### config.mk
export PLATFORM = sky130hd
export DESIGN_NAME = seven_segment_capture
export DESIGN_NICKNAME = d
export VERILOG_FILES = /design/src/rtl/seven_segment_capture_pkg.sv /design/src/rtl/seven_segment_capture_stability_filter.sv /design/src/rtl/seven_segment_capture.sv
export SDC_FILE = /design/constraint.sdc
export NUM_CORES = 1
export LEC_CHECK = 0
export ABC_AREA = 1
export CAP_MARGIN = 20
export CORE_UTILIZATION = 55
export CTS_BUF_LIST = sky130_fd_sc_hd__clkbuf_8 sky130_fd_sc_hd__clkbuf_16
export DETAILED_ROUTE_END_ITERATION = 10
export PLACE_DENSITY = 0.78
export REMOVE_ABC_BUFFERS = 1
export SYNTH_ARGS = -nofsm -noshare
export SYNTH_HDL_FRONTEND = slang
export SYNTH_SLANG_ARGS = --single-unit
### constraint.sdc
create_clock -name clk -period 9.4 [get_ports clk]
set_input_delay 1.88 -clock clk [delete_from_list [all_inputs] [get_ports clk]]
set_output_delay 1.88 -clock clk [all_outputs]
set_load 0.02 [all_outputs]
### src/rtl/seven_segment_capture_pkg.sv
// Shared 7-segment definitions: the hex segment table (order abcdefg) and
// the inverse decode used by the capture side.
package seven_segment_pkg;

    typedef struct packed {
        logic       bad;
        logic       blank;
        logic [3:0] nibble;
    } seg_decode_t;

    localparam logic [6:0] HEX_SEGMENTS [16] = '{
        7'b1111110, 7'b0110000, 7'b1101101, 7'b1111001,
        7'b0110011, 7'b1011011, 7'b1011111, 7'b1110000,
        7'b1111111, 7'b1111011, 7'b1110111, 7'b0011111,
        7'b1001110, 7'b0111101, 7'b1001111, 7'b1000111
    };

    // All segments off reads as blank; anything outside the table is bad.
    function automatic seg_decode_t decode_segments(input logic [6:0] seg);
        seg_decode_t r;
        r.bad    = 1'b1;
        r.blank  = 1'b0;
        r.nibble = 4'h0;
        if (seg == 7'b0000000) begin
            r.bad   = 1'b0;
            r.blank = 1'b1;
        end else begin
            for (int i = 0; i < 16; i++) begin
                if (seg == HEX_SEGMENTS[i]) begin
                    r.bad    = 1'b0;
                    r.nibble = 4'(i);
                end
            end
        end
        return r;
    endfunction

endpackage

### src/rtl/seven_segment_capture_stability_filter.sv
// Registers the scanned bus once and emits a single accept pulse, with the
// accepted sample, after a one-hot digit has been stable for settle_cycles.
module seven_segment_stability_filter #(
    parameter int w_digit       = 8,
    parameter int settle_cycles = 4
) (
    input  logic               clk,
    input  logic               rst_n,
    input  logic [7:0]         abcdefgh,
    input  logic [w_digit-1:0] digit,
    output logic               accept,
    output logic [7:0]         acc_seg,
    output logic [w_digit-1:0] acc_dig
);

    localparam int              CNT_W  = $clog2(settle_cycles + 1);
    localparam logic [CNT_W-1:0] SETTLE = CNT_W'(settle_cycles);

    logic [7:0]         s_seg_q, s_seg_d;
    logic [w_digit-1:0] s_dig_q, s_dig_d;
    logic [7:0]         prev_seg_q, prev_seg_d;
    logic [w_digit-1:0] prev_dig_q, prev_dig_d;
    logic [CNT_W-1:0]   stab_cnt_q, stab_cnt_d;
    logic               accept_q, accept_d;
    logic [7:0]         acc_seg_q, acc_seg_d;
    logic [w_digit-1:0] acc_dig_q, acc_dig_d;
    logic               same;

    // Accept only on the cycle the run first reaches SETTLE, never again while it stays.
    always_comb begin
        s_seg_d    = abcdefgh;
        s_dig_d    = digit;
        prev_seg_d = s_seg_q;
        prev_dig_d = s_dig_q;
        same       = ({s_seg_q, s_dig_q} == {prev_seg_q, prev_dig_q});
        if (!same) begin
            stab_cnt_d = CNT_W'(1);
        end else if (stab_cnt_q != SETTLE) begin
            stab_cnt_d = stab_cnt_q + CNT_W'(1);
        end else begin
            stab_cnt_d = stab_cnt_q;
        end
        accept_d  = (stab_cnt_d == SETTLE) && (!same || (stab_cnt_q != SETTLE))
                    && $onehot(s_dig_q);
        acc_seg_d = accept_d ? s_seg_q : acc_seg_q;
        acc_dig_d = accept_d ? s_dig_q : acc_dig_q;
    end

    always_ff @(posedge clk or negedge rst_n) begin
        if (!rst_n) begin
            s_seg_q    <= '0;
            s_dig_q    <= '0;
            prev_seg_q <= '0;
            prev_dig_q <= '0;
            stab_cnt_q <= '0;
            accept_q   <= 1'b0;
            acc_seg_q  <= '0;
            acc_dig_q  <= '0;
        end else begin
            s_seg_q    <= s_seg_d;
            s_dig_q    <= s_dig_d;
            prev_seg_q <= prev_seg_d;
            prev_dig_q <= prev_dig_d;
            stab_cnt_q <= stab_cnt_d;
            accept_q   <= accept_d;
            acc_seg_q  <= acc_seg_d;
            acc_dig_q  <= acc_dig_d;
        end
    end

    assign accept  = accept_q;
    assign acc_seg = acc_seg_q;
    assign acc_dig = acc_dig_q;

endmodule

### src/rtl/seven_segment_capture.sv
// Receive side of the multiplexed 7-segment bus: decodes accepted digits into
// working slots and publishes the whole number once every digit has been seen.
module seven_segment_capture
    import seven_segment_pkg::*;
#(
    parameter int w_digit        = 8,
    parameter int settle_cycles  = 4,
    parameter int timeout_cycles = 1000000
) (
    input  logic                 clk,
    input  logic                 rst_n,
    input  logic [7:0]           abcdefgh,
    input  logic [w_digit-1:0]   digit,
    output logic [w_digit*4-1:0] number,
    output logic [w_digit-1:0]   dots,
    output logic [w_digit-1:0]   blank,
    output logic                 frame_valid,
    output logic [w_digit-1:0]   bad_pattern,
    output logic                 stalled
);

    localparam int             TO_W    = $clog2(timeout_cycles + 1);
    localparam logic [TO_W-1:0] TIMEOUT = TO_W'(timeout_cycles);

    logic               accept;
    logic [7:0]         acc_seg;
    logic [w_digit-1:0] acc_dig;
    seg_decode_t        dec;
    logic               publish;

    logic [w_digit*4-1:0] work_nib_q, work_nib_d;
    logic [w_digit-1:0]   work_dot_q, work_dot_d;
    logic [w_digit-1:0]   work_blank_q, work_blank_d;
    logic [w_digit-1:0]   work_bad_q, work_bad_d;
    logic [w_digit-1:0]   seen_q, seen_d;
    logic [w_digit*4-1:0] number_q, number_d;
    logic [w_digit-1:0]   dots_q, dots_d;
    logic [w_digit-1:0]   blank_q, blank_d;
    logic [w_digit-1:0]   bad_q, bad_d;
    logic                 frame_valid_q, frame_valid_d;
    logic [TO_W-1:0]      to_cnt_q, to_cnt_d;
    logic                 stalled_q, stalled_d;

    seven_segment_stability_filter #(
        .w_digit       (w_digit),
        .settle_cycles (settle_cycles)
    ) u_filter (
        .clk      (clk),
        .rst_n    (rst_n),
        .abcdefgh (abcdefgh),
        .digit    (digit),
        .accept   (accept),
        .acc_seg  (acc_seg),
        .acc_dig  (acc_dig)
    );

    assign dec     = decode_segments(acc_seg[7:1]);
    assign publish = &seen_q;

    // Publishing reads the pre-write working set; an accept in the same cycle
    // lands in the working set and is the first digit of the next frame.
    always_comb begin
        work_nib_d   = work_nib_q;
        work_dot_d   = work_dot_q;
        work_blank_d = work_blank_q;
        work_bad_d   = work_bad_q;
        seen_d       = publish ? '0 : seen_q;
        if (accept) begin
            for (int i = 0; i < w_digit; i++) begin
                if (acc_dig[i]) begin
                    work_nib_d[i*4 +: 4] = dec.nibble;
                    work_dot_d[i]        = acc_seg[0];
                    work_blank_d[i]      = dec.blank;
                    work_bad_d[i]        = dec.bad;
                    seen_d[i]            = 1'b1;
                end
            end
        end
        number_d      = publish ? work_nib_q   : number_q;
        dots_d        = publish ? work_dot_q   : dots_q;
        blank_d       = publish ? work_blank_q : blank_q;
        bad_d         = publish ? work_bad_q   : bad_q;
        frame_valid_d = publish;
    end

    always_comb begin
        if (publish) begin
            to_cnt_d = '0;
        end else if (to_cnt_q < TIMEOUT) begin
            to_cnt_d = to_cnt_q + TO_W'(1);
        end else begin
            to_cnt_d = to_cnt_q;
        end
        stalled_d = !publish && (to_cnt_d >= TIMEOUT);
    end

    always_ff @(posedge clk or negedge rst_n) begin
        if (!rst_n) begin
            work_nib_q    <= '0;
            work_dot_q    <= '0;
            work_blank_q  <= '0;
            work_bad_q    <= '0;
            seen_q        <= '0;
            number_q      <= '0;
            dots_q        <= '0;
            blank_q       <= '0;
            bad_q         <= '0;
            frame_valid_q <= 1'b0;
            to_cnt_q      <= '0;
            stalled_q     <= 1'b0;
        end else begin
            work_nib_q    <= work_nib_d;
            work_dot_q    <= work_dot_d;
            work_blank_q  <= work_blank_d;
            work_bad_q    <= work_bad_d;
            seen_q        <= seen_d;
            number_q      <= number_d;
            dots_q        <= dots_d;
            blank_q       <= blank_d;
            bad_q         <= bad_d;
            frame_valid_q <= frame_valid_d;
            to_cnt_q      <= to_cnt_d;
            stalled_q     <= stalled_d;
        end
    end

    assign number      = number_q;
    assign dots        = dots_q;
    assign blank       = blank_q;
    assign bad_pattern = bad_q;
    assign frame_valid = frame_valid_q;
    assign stalled     = stalled_q;

endmodule
==> metrics.md <==
| Metric | Value |
|---|---|
| Hold Startpoint | u_filter.prev_seg_d[2]$_DFF_PN0_ |
| GRT Total Usage | 25.15% |
| Fin. max-slew vios | 0 |
| Post-synth EDFFs | 0 |
| R2R Path End | u_filter.acc_dig[6]$_DFFE_PN0P_ |
| Slowest CP cell | nand3_1 |
| Power density over the cells | roughly 170 nW/um^2 |
| Final Hold Vio Count | 0 |
| Final net count | ~1.0k |
| Final number of setup-violating endpoints | 0 |
| Detail Placement HPWL | between 10 and 15 mm |
| DR WL/cell | ~15 um |
| Antenna viol nets, final | 0 |
| Die Area | between 15000 and 20000 um^2 |
| Critical path's top delay family | adder cells |
| Vias | 6206 |
| Worst Path Max Fanout | 23 |
| Met1 Use GR | around 37% |
| Fmax achieved | around 250 MHz |
| Pre-CTS setup slack | about 5500 ps |
| Share of post-route cells with drive strength above 1 | 6.010% |
| Vias per Instance | 5.176 |
| ANT cells | 0 |
| RSZ-0062 raised after global routing | no |
| Grt met2 use | roughly 37% |
| CP arrival | about 4300 ps |
| Switching Fraction | 22.18% |
| Initial antenna violation count | 0 |
| Htree depth | 4 |
| Post-synthesis average cell area | slightly below 9 um^2 |
| Critical-path cell list | ha_1 -> inv_1 -> fa_1 -> inv_1 -> fa_1 -> ha_1 -> fa_1 -> nor2_1 -> nand4_1 -> nor2_1 -> nand3_1 -> inv_1 -> nand2_1 -> nand2_1 |
| Worst Path Buf+Inv | 3 |
| Sequential fraction of the synthesis area | approximately three fifths |
| I/O Buffers | 75 |
| Comb pwr share | about 2.8% |
| Remaining Overflow, GRT | 0 |
| Setup Skew | slightly below 10 ps |
| Clock Latency Late Sink | ~440 ps |
| Post-CTS setup buffer count | 0 |
| Leak pwr | about 4.9 nW |
| Tcrit/Tclk final | a little over two fifths |
| CTS tree | done |
| Sw power | approximately 0.36 mW |
| Chip width | about 120 um |
| Pin count of the biggest net entering global routing | 118 |
| #FFs+latches synth | around 190 |
| Clock transition at path regs | approximately 70 ps |
| DR DRC count | 0 |
| Fillers | 1150 |
| TritonCTS Buffers | 17 |
| Ys async rst share | 100.0% |
| Ys Warns | 0 |
| Cell accounting for the most synthesized area | dfrtp_1 |
| Path depth of the worst reg2reg path | 14 |
| Gr busiest metal | met2 |
| Final worst setup slack | 5426 ps |
| Critical path startpoint category | flop |
| Worst-Margin Slew | 1031 ps |
| Cell Rows | 44 |
| Int Pwr | around 1.3 mW |
| First-pass GRT wire length | 29.01 mm |
| GP Congestion | ~0.9 |
| Met3 usage | about 4.9% |
| VDD IR max | between 0.00015 and 0.0002 V |
| WL final | ~17 mm |
| WHS Path Cells | 0 |
| Crit path required time | between 9000 and 10000 ps |
| Root buf cell | clkbuf_16 |
| Synth-to-Final Area Change | 18.25% |
| Clock power frac | 45.5% |
| Clock tree sinks | about 190 |
| WS Path Type | flop to flop |
| Period minus WS final | 3974 ps |
| Top cells by area, synth | dfrtp_1 59%, nand2_1 17%, o21ai_0 5.1%, inv_1 4.0%, nor2_1 2.2% |
| Synth cell types | 37 |
| Status | complete, no violations |
| CTS max path bufs | 2 |
| Share of the synthesized area in the top cell type | about three fifths |
| CP peak stage delay | between 500 and 600 ps |
| Drt first pass iters | 5 |
| Worst slew margin | slightly above 30% |
| Core Region | between 10000 and 15000 um^2 |
| Mapped Cells | 935 |
| Reg power frac | roughly half |
| Setup TNS | 0 ps |
| Hold WC Path Type | flop to flop |
| Vias in the first global route | between 5k and 6k |
| R2R setup slack | roughly 5400 ps |
| R2R Path Start | u_filter.prev_dig_d[0]$_DFF_PN0_ |
| Worst Setup End Kind | flop |
| Post-synth top cells | 369 x nand2_1, 194 x dfrtp_1, 87 x inv_1 |
| Max-cap violations | 0 |
| Starting density of the core | between 50% and 60% |
| Synthesized cell area | a little over 8000 um^2 |
| Hold path endpoint | u_filter.prev_seg_q[2]$_DFF_PN0_ |
| Post-CTS Hold Fix Bufs | 0 |
| 1st-iter DRT viols | ~500 |
| Height of the die | 124.1 um |
| Most numerous cell in the Yosys netlist | nand2_1 |
| IO Count | 76 |
| Top FF cell, synth | dfrtp_1 |
| Post-cts sizing count | 0 |
[metrics by stage]
stage	utilization [%]	total power [mW]	std cells	hold WS [ps]	area, um^2
floorplan	-	0.8809	905	353.7	8066
global placement	62.40	0.9089	1166	357.5	9069
detailed placement	62.45	0.9106	1167	361.9	9076
CTS	66.70	1.650	1199	378.5	9694
global route	66.70	1.694	1199	392.2	9694
finish	66.70	1.640	1199	377.6	9694
[registers in the layout (all words and copies together), names as in the netlist, 3 cells and up]
name                 flops
number                  32
work_nib_q              32
to_cnt_q                20
bad_pattern              8
blank                    8
dots                     8
seen_q                   8
u_filter.acc_dig         8
u_filter.acc_seg         8
u_filter.prev_dig_d      8
u_filter.prev_dig_q      8
u_filter.prev_seg_d      8
u_filter.prev_seg_q      8
work_bad_q               8
work_blank_q             8
work_dot_q               8
u_filter.stab_cnt_q      3
[final cells by class]
class	count	area, um^2	share of cell area (%)
Sequential cell	194	4855	50.08
Multi-Input combinational cell	620	2873	29.63
Timing Repair Buffer	78	777.0	8.015
Clock buffer	19	452.9	4.672
Inverter	91	341.6	3.523
Tap cell	184	230.2	2.375
Clock inverter	13	165.2	1.704
[worst register-to-register path, delay by kind of cell (launching register included)]
kind / cells / cell delay [ps]
simple gates: 6 / 1050
fa+ha+maj: 5 / 1770
flops: 1 / 430
buf+inv: 3 / 660
[power groups by stage]
stage	combinational, mW	clock, mW	sequential (mW)
2_1_floorplan	0.0194	0	0.861
3_3_place_gp	0.0464	0	0.863
3_5_place_dp	0.0477	0	0.863
4_1_cts	0.0479	0.755	0.847
5_1_grt	0.0548	0.792	0.847
6_report	0.0466	0.747	0.847
[worst max path at each step]
| stage | cells past startpoint | to | slack [ps] | startpoint |
|---|---|---|---|---|
| after global placement | 14 | u_filter.acc_seg[5]$_DFFE_PN0P_ | 5590 | u_filter.prev_dig_d[0]$_DFF_PN0_ |
| after detailed placement | 14 | u_filter.acc_dig[6]$_DFFE_PN0P_ | 5460 | u_filter.prev_dig_d[0]$_DFF_PN0_ |
| final | 14 | u_filter.acc_dig[6]$_DFFE_PN0P_ | 5430 | u_filter.prev_dig_d[0]$_DFF_PN0_ |
| after floorplan | 14 | u_filter.acc_dig[0]$_DFFE_PN0P_ | 5940 | u_filter.prev_dig_d[0]$_DFF_PN0_ |
| after global routing | 14 | u_filter.acc_dig[6]$_DFFE_PN0P_ | 5080 | u_filter.prev_dig_d[0]$_DFF_PN0_ |
| after CTS | 14 | u_filter.acc_dig[6]$_DFFE_PN0P_ | 5430 | u_filter.prev_dig_d[0]$_DFF_PN0_ |
[kinds of logic after synthesis]
kind of cell / after synthesis / share of synthesized area [%]
AND/OR/NAND/NOR: 483 / 24.16
flip-flops: 194 / 59.22
buffers and inverters: 121 / 5.769
AO/OA/AOI/OAI: 109 / 6.899
XOR/XNOR: 15 / 1.603
adder cells (fa/ha/maj): 13 / 2.350
[metal layers]
layer | vias to the layer above | share of wire [%]
li1 | 3048 | -
met1 | 2993 | 48
met2 | 137 | 46
met3 | 28 | 4.0
met4 | 0 | 1.6
met5 | - | 0
[placed cells by master (no fill, tap or decap), drive strengths merged]
master / netlist / final
and2: 1 / 1
clkdlybuf4s50: 0 / 74
nand2: 373 / 373
nor4: 3 / 3
or2: 2 / 2
inv: 91 / 98
bufinv: 0 / 2
dfrtp: 194 / 194
o21ai: 92 / 92
fa: 4 / 4
xor2: 3 / 3
nor3b: 1 / 1
o211ai: 2 / 2
ha: 9 / 9
nand4: 12 / 12
clkinv: 0 / 4
nand3: 28 / 28
o22ai: 1 / 1
xnor2: 12 / 12
nor3: 6 / 6
nor2: 55 / 55
clkbuf: 23 / 20
buf: 7 / 3
nand3b: 2 / 2
a21oi: 13 / 13
o31ai: 1 / 1
Power figures use the tool's default switching activity.
